$ cat config.mk
export PLATFORM = sky130hd
export DESIGN_NAME = lsu_bus_bridge
export DESIGN_NICKNAME = d
export VERILOG_FILES = /design/src/rtl/lsu_bus_bridge.sv
export SDC_FILE = /design/constraint.sdc
export NUM_CORES = 1
export LEC_CHECK = 0
export ABC_CLOCK_PERIOD_IN_PS = 5900
export CAP_MARGIN = 20
export CELL_PAD_IN_SITES_DETAIL_PLACEMENT = 1
export CELL_PAD_IN_SITES_GLOBAL_PLACEMENT = 1
export CORE_AREA = 2 2 150 152
export DETAILED_ROUTE_END_ITERATION = 16
export DIE_AREA = 0 0 152 154
export PLACE_DENSITY_LB_ADDON = 0.25
export SLEW_MARGIN = 20
export SYNTH_ARGS = -nofsm -noshare
export SYNTH_HDL_FRONTEND = slang
export SYNTH_SLANG_ARGS = --single-unit
$ cat constraint.sdc
create_clock -name clk -period 5.9 [get_ports clk]
set_input_delay 1.18 -clock clk [delete_from_list [all_inputs] [get_ports clk]]
set_output_delay 1.18 -clock clk [all_outputs]
set_load 0.01 [all_outputs]
$ cat src/rtl/lsu_bus_bridge.sv
// lsu_bus_bridge
// Turns the core's level-held load/store strobes into one registered
// req/ack bus transaction per access. The core is held through stall_req
// until the access completes. The bridge produces byte enables and
// lane-replicated store data, and keeps the last read word registered.
// A simultaneous load+store runs the read first, then the write.
// Optional feature macro: LSU_BRIDGE_TIMEOUT_EN. When it is defined, a
// transaction that sees no bus_ack for TIMEOUT_CYCLES request cycles is
// force-completed and reports bus_timeout.
module lsu_bus_bridge #(
    parameter int unsigned TIMEOUT_CYCLES = 255
) (
    input  logic        clk,
    input  logic        rst_sync,
    input  logic        access_ram_read,
    input  logic        access_ram_write,
    input  logic [1:0]  access_ram_write_width,
    input  logic [31:0] access_ram_raddr,
    input  logic [31:0] access_ram_waddr,
    input  logic [31:0] access_ram_wdata,
    output logic [31:0] access_ram_rdata,
    output logic        stall_req,
    input  logic        core_stall_n,
    output logic        bus_req,
    output logic        bus_we,
    output logic [31:0] bus_addr,
    output logic [3:0]  bus_be,
    output logic [31:0] bus_wdata,
    input  logic        bus_ack,
    input  logic [31:0] bus_rdata,
    output logic        bus_timeout
);

    typedef enum logic [1:0] {S_IDLE = 2'd0, S_RD = 2'd1, S_WR = 2'd2, S_DONE = 2'd3} state_t;

    state_t      state_q;
    logic        wr_pend_q;
    logic [31:0] waddr_q;
    logic [31:0] wdata_q;
    logic [1:0]  wwidth_q;
    logic        bus_req_q;
    logic        bus_we_q;
    logic [31:0] bus_addr_q;
    logic [3:0]  bus_be_q;
    logic [31:0] bus_wdata_q;
    logic [31:0] rdata_q;
    logic        to_hit;
    logic        xfer_end;

    // Low address bits of a load are dropped: the core extracts the lane itself.
    logic unused_raddr_lo;
    assign unused_raddr_lo = &{1'b0, access_ram_raddr[1:0]};

    // Byte enables for a store; width 2'b11 is handled as a word.
    function automatic logic [3:0] be_f(input logic [1:0] width, input logic [1:0] lo);
        logic [3:0] be;
        case (width)
            2'b00:   be = 4'b0001 << lo;
            2'b01:   be = 4'b0011 << {lo[1], 1'b0};
            default: be = 4'b1111;
        endcase
        return be;
    endfunction

    // Replicate right-justified store data onto every lane it may occupy.
    function automatic logic [31:0] wdata_f(input logic [1:0] width, input logic [31:0] d);
        logic [31:0] r;
        case (width)
            2'b00:   r = {4{d[7:0]}};
            2'b01:   r = {2{d[15:0]}};
            default: r = d;
        endcase
        return r;
    endfunction

`ifdef LSU_BRIDGE_TIMEOUT_EN
    logic [15:0] to_cnt_q;
    logic        bus_timeout_q;

    // The count reaches TIMEOUT_CYCLES on this edge if another cycle goes unacked.
    assign to_hit = bus_req_q && !bus_ack && (to_cnt_q == 16'(TIMEOUT_CYCLES - 1));

    // Count unacknowledged request cycles; restart for every new access.
    always_ff @(posedge clk) begin
        if (rst_sync) begin
            to_cnt_q      <= 16'd0;
            bus_timeout_q <= 1'b0;
        end else begin
            bus_timeout_q <= to_hit;
            if (state_q == S_IDLE || (state_q == S_RD && xfer_end)) begin
                to_cnt_q <= 16'd0;
            end else if (bus_req_q && !bus_ack) begin
                to_cnt_q <= to_cnt_q + 16'd1;
            end
        end
    end

    assign bus_timeout = bus_timeout_q;
`else
    localparam int unsigned UNUSED_TIMEOUT_CYCLES = TIMEOUT_CYCLES;
    assign to_hit      = 1'b0;
    assign bus_timeout = 1'b0;
`endif

    assign xfer_end = bus_req_q && (bus_ack || to_hit);

    // Stall the core from the strobe cycle until the bus side has finished.
    always_comb begin
        stall_req = 1'b0;
        case (state_q)
            S_IDLE:  stall_req = access_ram_read | access_ram_write;
            S_RD:    stall_req = 1'b1;
            S_WR:    stall_req = 1'b1;
            S_DONE:  stall_req = 1'b0;
            default: stall_req = 1'b0;
        endcase
    end

    // Access sequencer with registered bus outputs.
    always_ff @(posedge clk) begin
        if (rst_sync) begin
            state_q     <= S_IDLE;
            wr_pend_q   <= 1'b0;
            waddr_q     <= 32'd0;
            wdata_q     <= 32'd0;
            wwidth_q    <= 2'd0;
            bus_req_q   <= 1'b0;
            bus_we_q    <= 1'b0;
            bus_addr_q  <= 32'd0;
            bus_be_q    <= 4'd0;
            bus_wdata_q <= 32'd0;
            rdata_q     <= 32'd0;
        end else begin
            case (state_q)
                S_IDLE: begin
                    if (access_ram_read) begin
                        state_q    <= S_RD;
                        wr_pend_q  <= access_ram_write;
                        waddr_q    <= access_ram_waddr;
                        wdata_q    <= access_ram_wdata;
                        wwidth_q   <= access_ram_write_width;
                        bus_req_q  <= 1'b1;
                        bus_we_q   <= 1'b0;
                        bus_addr_q <= {access_ram_raddr[31:2], 2'b00};
                        bus_be_q   <= 4'b0000;
                    end else if (access_ram_write) begin
                        state_q     <= S_WR;
                        wr_pend_q   <= 1'b0;
                        waddr_q     <= access_ram_waddr;
                        wdata_q     <= access_ram_wdata;
                        wwidth_q    <= access_ram_write_width;
                        bus_req_q   <= 1'b1;
                        bus_we_q    <= 1'b1;
                        bus_addr_q  <= {access_ram_waddr[31:2], 2'b00};
                        bus_be_q    <= be_f(access_ram_write_width, access_ram_waddr[1:0]);
                        bus_wdata_q <= wdata_f(access_ram_write_width, access_ram_wdata);
                    end
                end
                S_RD: begin
                    if (xfer_end) begin
                        // A forced completion returns zero instead of stale bus data.
                        rdata_q <= bus_ack ? bus_rdata : 32'h0000_0000;
                        if (wr_pend_q) begin
                            // The store follows at once; the request stays up with new fields.
                            state_q     <= S_WR;
                            wr_pend_q   <= 1'b0;
                            bus_we_q    <= 1'b1;
                            bus_addr_q  <= {waddr_q[31:2], 2'b00};
                            bus_be_q    <= be_f(wwidth_q, waddr_q[1:0]);
                            bus_wdata_q <= wdata_f(wwidth_q, wdata_q);
                        end else begin
                            state_q   <= S_DONE;
                            bus_req_q <= 1'b0;
                        end
                    end
                end
                S_WR: begin
                    if (xfer_end) begin
                        state_q   <= S_DONE;
                        bus_req_q <= 1'b0;
                        bus_we_q  <= 1'b0;
                        bus_be_q  <= 4'b0000;
                    end
                end
                S_DONE: begin
                    // The strobes are still high here; only a core advance re-arms IDLE.
                    if (core_stall_n) begin
                        state_q <= S_IDLE;
                    end
                end
                default: begin
                    state_q   <= S_IDLE;
                    bus_req_q <= 1'b0;
                end
            endcase
        end
    end

    assign bus_req          = bus_req_q;
    assign bus_we           = bus_we_q;
    assign bus_addr         = bus_addr_q;
    assign bus_be           = bus_be_q;
    assign bus_wdata        = bus_wdata_q;
    assign access_ram_rdata = rdata_q;

endmodule

==> flow_metrics.py <==
metrics = {
    "run_status": {
        "status": "completed",
    },
    "synthesis": {
        "yosysMostFrequentCell": "nand2_1",
        "synthFlopType": "dfxtp_1",
        "ys_warn_count": 0,
        "syn_area_sq_mm": 0.00769,
        "seq_area_frac_synth_pct": 44.0,
        "async_flop_share_pct": 0,
        "syn_area_per_cell_sq_um": 7.64,
        "synthTopCellsByArea": "dfxtp_1 44%, nand2_1 16%, a21oi_1 9.9%",
        "synth_edf_count": 0,
        "synth-seq-cells": 169,
        "yosys.area.top_type": "dfxtp_1",
        "synthCells": 1007,
        "synth_common_cells": "336 x nand2_1, 169 x dfxtp_1, 152 x a21oi_1",
        "synth_cell_types": 36,
        "synth_top_area_share_pct": 44.0,
    },
    "die": {
        "die-area_sq_mm": 0.0234,
        "die_x_um": 152,
        "ios": 240,
        "die_y_um": 154,
        "core_area_sq_mm": 0.0217,
        "core.rowCount": 54,
        "start_util_pct": 35.5,
    },
    "route": {
        "routed_wl_mm": 26.5,
        "final_antenna_net_count": 0,
        "drt_iter0_markers": 401,
        "detail_route.wl_per_cell_um": 17.8,
        "drt-pass1-iter-count": 4,
        "vias": 7668,
        "via_per_inst": 5.16,
        "drcViolationCount": 0,
    },
    "clock_network": {
        "post_cts_resized": 0,
        "cts_tree": "done",
        "path_clk_slew_ns": 0.07,
        "postCtsSetupRepairBufs": 0,
        "cts-htree-levels": 4,
        "clk_path_buf_depth": 2,
        "clock-sinks": 169,
        "root_buffer": "clkbuf_16",
        "cts_buffers": 17,
        "clock_latency_ns": 0.43,
        "hold_buffers": 0,
    },
    "setup_path": {
        "cp_slowest_cell": "clkdlybuf4s50_1",
        "r2r_slack_ns": 2.73,
        "end_kind": "primary output",
        "cp-start-kind": "input port",
        "worstPathCellList": "clkdlybuf4s50_1 > o21ai_4 > o21ai_0 > clkdlybuf4s50_1",
        "cpPeakStageDelay_ns": 0.62,
        "cp.required_ns": 4.72,
        "worstPathArrival_ns": 2.63,
        "worstPathMaxFanout": 5,
        "crit_type": "input port to primary output",
        "cp_common_cell": "clkdlybuf4s50_1",
    },
    "global_route": {
        "grt_pass1_vias": 7782,
        "track_usage_pct": 22.4,
        "grt_pass1_wl_mm": 42.5,
        "grt_overflow": 0,
        "grt_max_degree": 69,
        "antenna_found_initial": 1,
    },
    "timing": {
        "hold_viol_final": 0,
        "setup_viol": 0,
        "hold_slack_ns": 0.455,
        "skew_ns": 0.0132,
        "max_freq_mhz": 263,
        "worst_pin_slew_ns": 0.924,
        "finalCriticalPeriod_ns": 3.81,
        "drv_slew": 0,
        "period_share_pct": 64.6,
        "rsz0062_at_grt": "no",
        "relSlewSlack_pct": 38.3,
        "tns_ns": 0,
    },
    "run": {
        "drv_cap": 0,
    },
    "final_layout": {
        "drive_gt1_share_pct": 5.23,
        "multi_input_comb_area_sq_mm": 0.00401,
        "area_growth_pct": 40.2,
        "final.fill_count": 2623,
        "seq_area_sq_mm": 0.00338,
        "fin_nets": 1334,
    },
    "place": {
        "hpwlAfterDp_mm": 17.8,
        "finalWeightedCongestion": 0.773,
        "io_buffers": 234,
    },
    "power_and_ir_drop": {
        "power_density_mw_per_mm2": 450,
        "ir_drop_v": 0.000267,
        "power.total_mw": 4.85,
        "cellLeakagePower_nw": 3.88,
    },
    "hold_path": {
        "hold_path.class": "register to register",
    },
}
worst max-delay path, delay by kind of cell:
family / cells / cell delay (ns)
compound gates: 2 / 0.20
buf+inv: 2 / 1.23
layout by cell type (no fill, tap or decap), types with 7 or more instances in the layout:
| cell | synthesis | layout |
|---|---|---|
| o211ai_1 | 16 | 16 |
| dfxtp_1 | 169 | 168 |
| a211oi_1 | 28 | 28 |
| nand2_1 | 336 | 336 |
| o21ai_0 | 59 | 59 |
| a21oi_1 | 152 | 151 |
| clkdlybuf4s50_1 | 0 | 232 |
| mux2i_1 | 63 | 63 |
| a311o_1 | 8 | 8 |
| nor2_1 | 32 | 32 |
| clkbuf_16 | 0 | 17 |
| buf_4 | 3 | 14 |
| mux2_2 | 8 | 8 |
| inv_6 | 0 | 7 |
| o21a_1 | 10 | 9 |
final cells by class:
type                            count  share of cell area, %
Clock inverter                     15                   1.40
Multi-Input combinational cell    752                   37.2
Inverter                            4                  0.139
Sequential cell                   169                   31.4
Tap cell                          280                   3.25
Antenna cell                        1                 0.0232
Clock buffer                       17                   3.95
Timing Repair Buffer              248                   22.7
flip-flops by register name (all words and copies together) (netlist names), 2 cells and up:
register	flops
access_ram_rdata	32
bus_wdata	32
waddr_q	32
wdata_q	32
bus_addr	30
bus_be	4
state_q	2
wwidth_q	2
report_power, final:
group / internal [mW] / switching, mW
clock network: 0.599 / 0.523
registers: 1.47 / 0.237
logic: 0.882 / 1.15
metrics by stage:
step	setup WS [ns]	std cells	instance area, sq um	utilization, %
final	2.09	1486	10800	49.7
after global routing	2.05	1486	10800	49.7
after CTS	2.17	1485	10800	49.7
after detailed placement	2.09	1453	10200	47.0
after global placement	2.12	1452	10200	46.9
after floorplan	2.50	1009	7700	-
layer usage:
layer	vias up	share of wire [%]	track usage [%]
li1	3787	-	-
met1	3688	45	28.1
met2	172	50	39.1
met3	21	3.7	4.23
met4	0	1.3	6.85
met5	-	0	0
path summary, 6_finish.rpt:
path / start / depth (start not counted) / endpoint
setup / recovery: access_ram_write / 4 / stall_req
hold / removal: access_ram_rdata[22] / 2 / access_ram_rdata[22]
hold reg to reg: access_ram_rdata[22] / 2 / access_ram_rdata[22]
setup reg to reg: state_q[1] / 8 / bus_addr[30]
logic make-up (layout without fill, tap and decap cells):
| logic type | count (synthesis) | in the layout | share of synthesized area, % |
|---|---|---|---|
| compound gates | 286 | 286 | 21.4 |
| fa+ha+maj | 6 | 6 | 0.976 |
| buf+inv | 88 | 284 | 4.73 |
| flops | 169 | 169 | 44.0 |
| mux | 71 | 71 | 9.37 |
| other cells | 1 | 4 | 0.0487 |
| simple gates | 386 | 386 | 19.5 |
No activity file was read; power rests on OpenSTA's default activity.
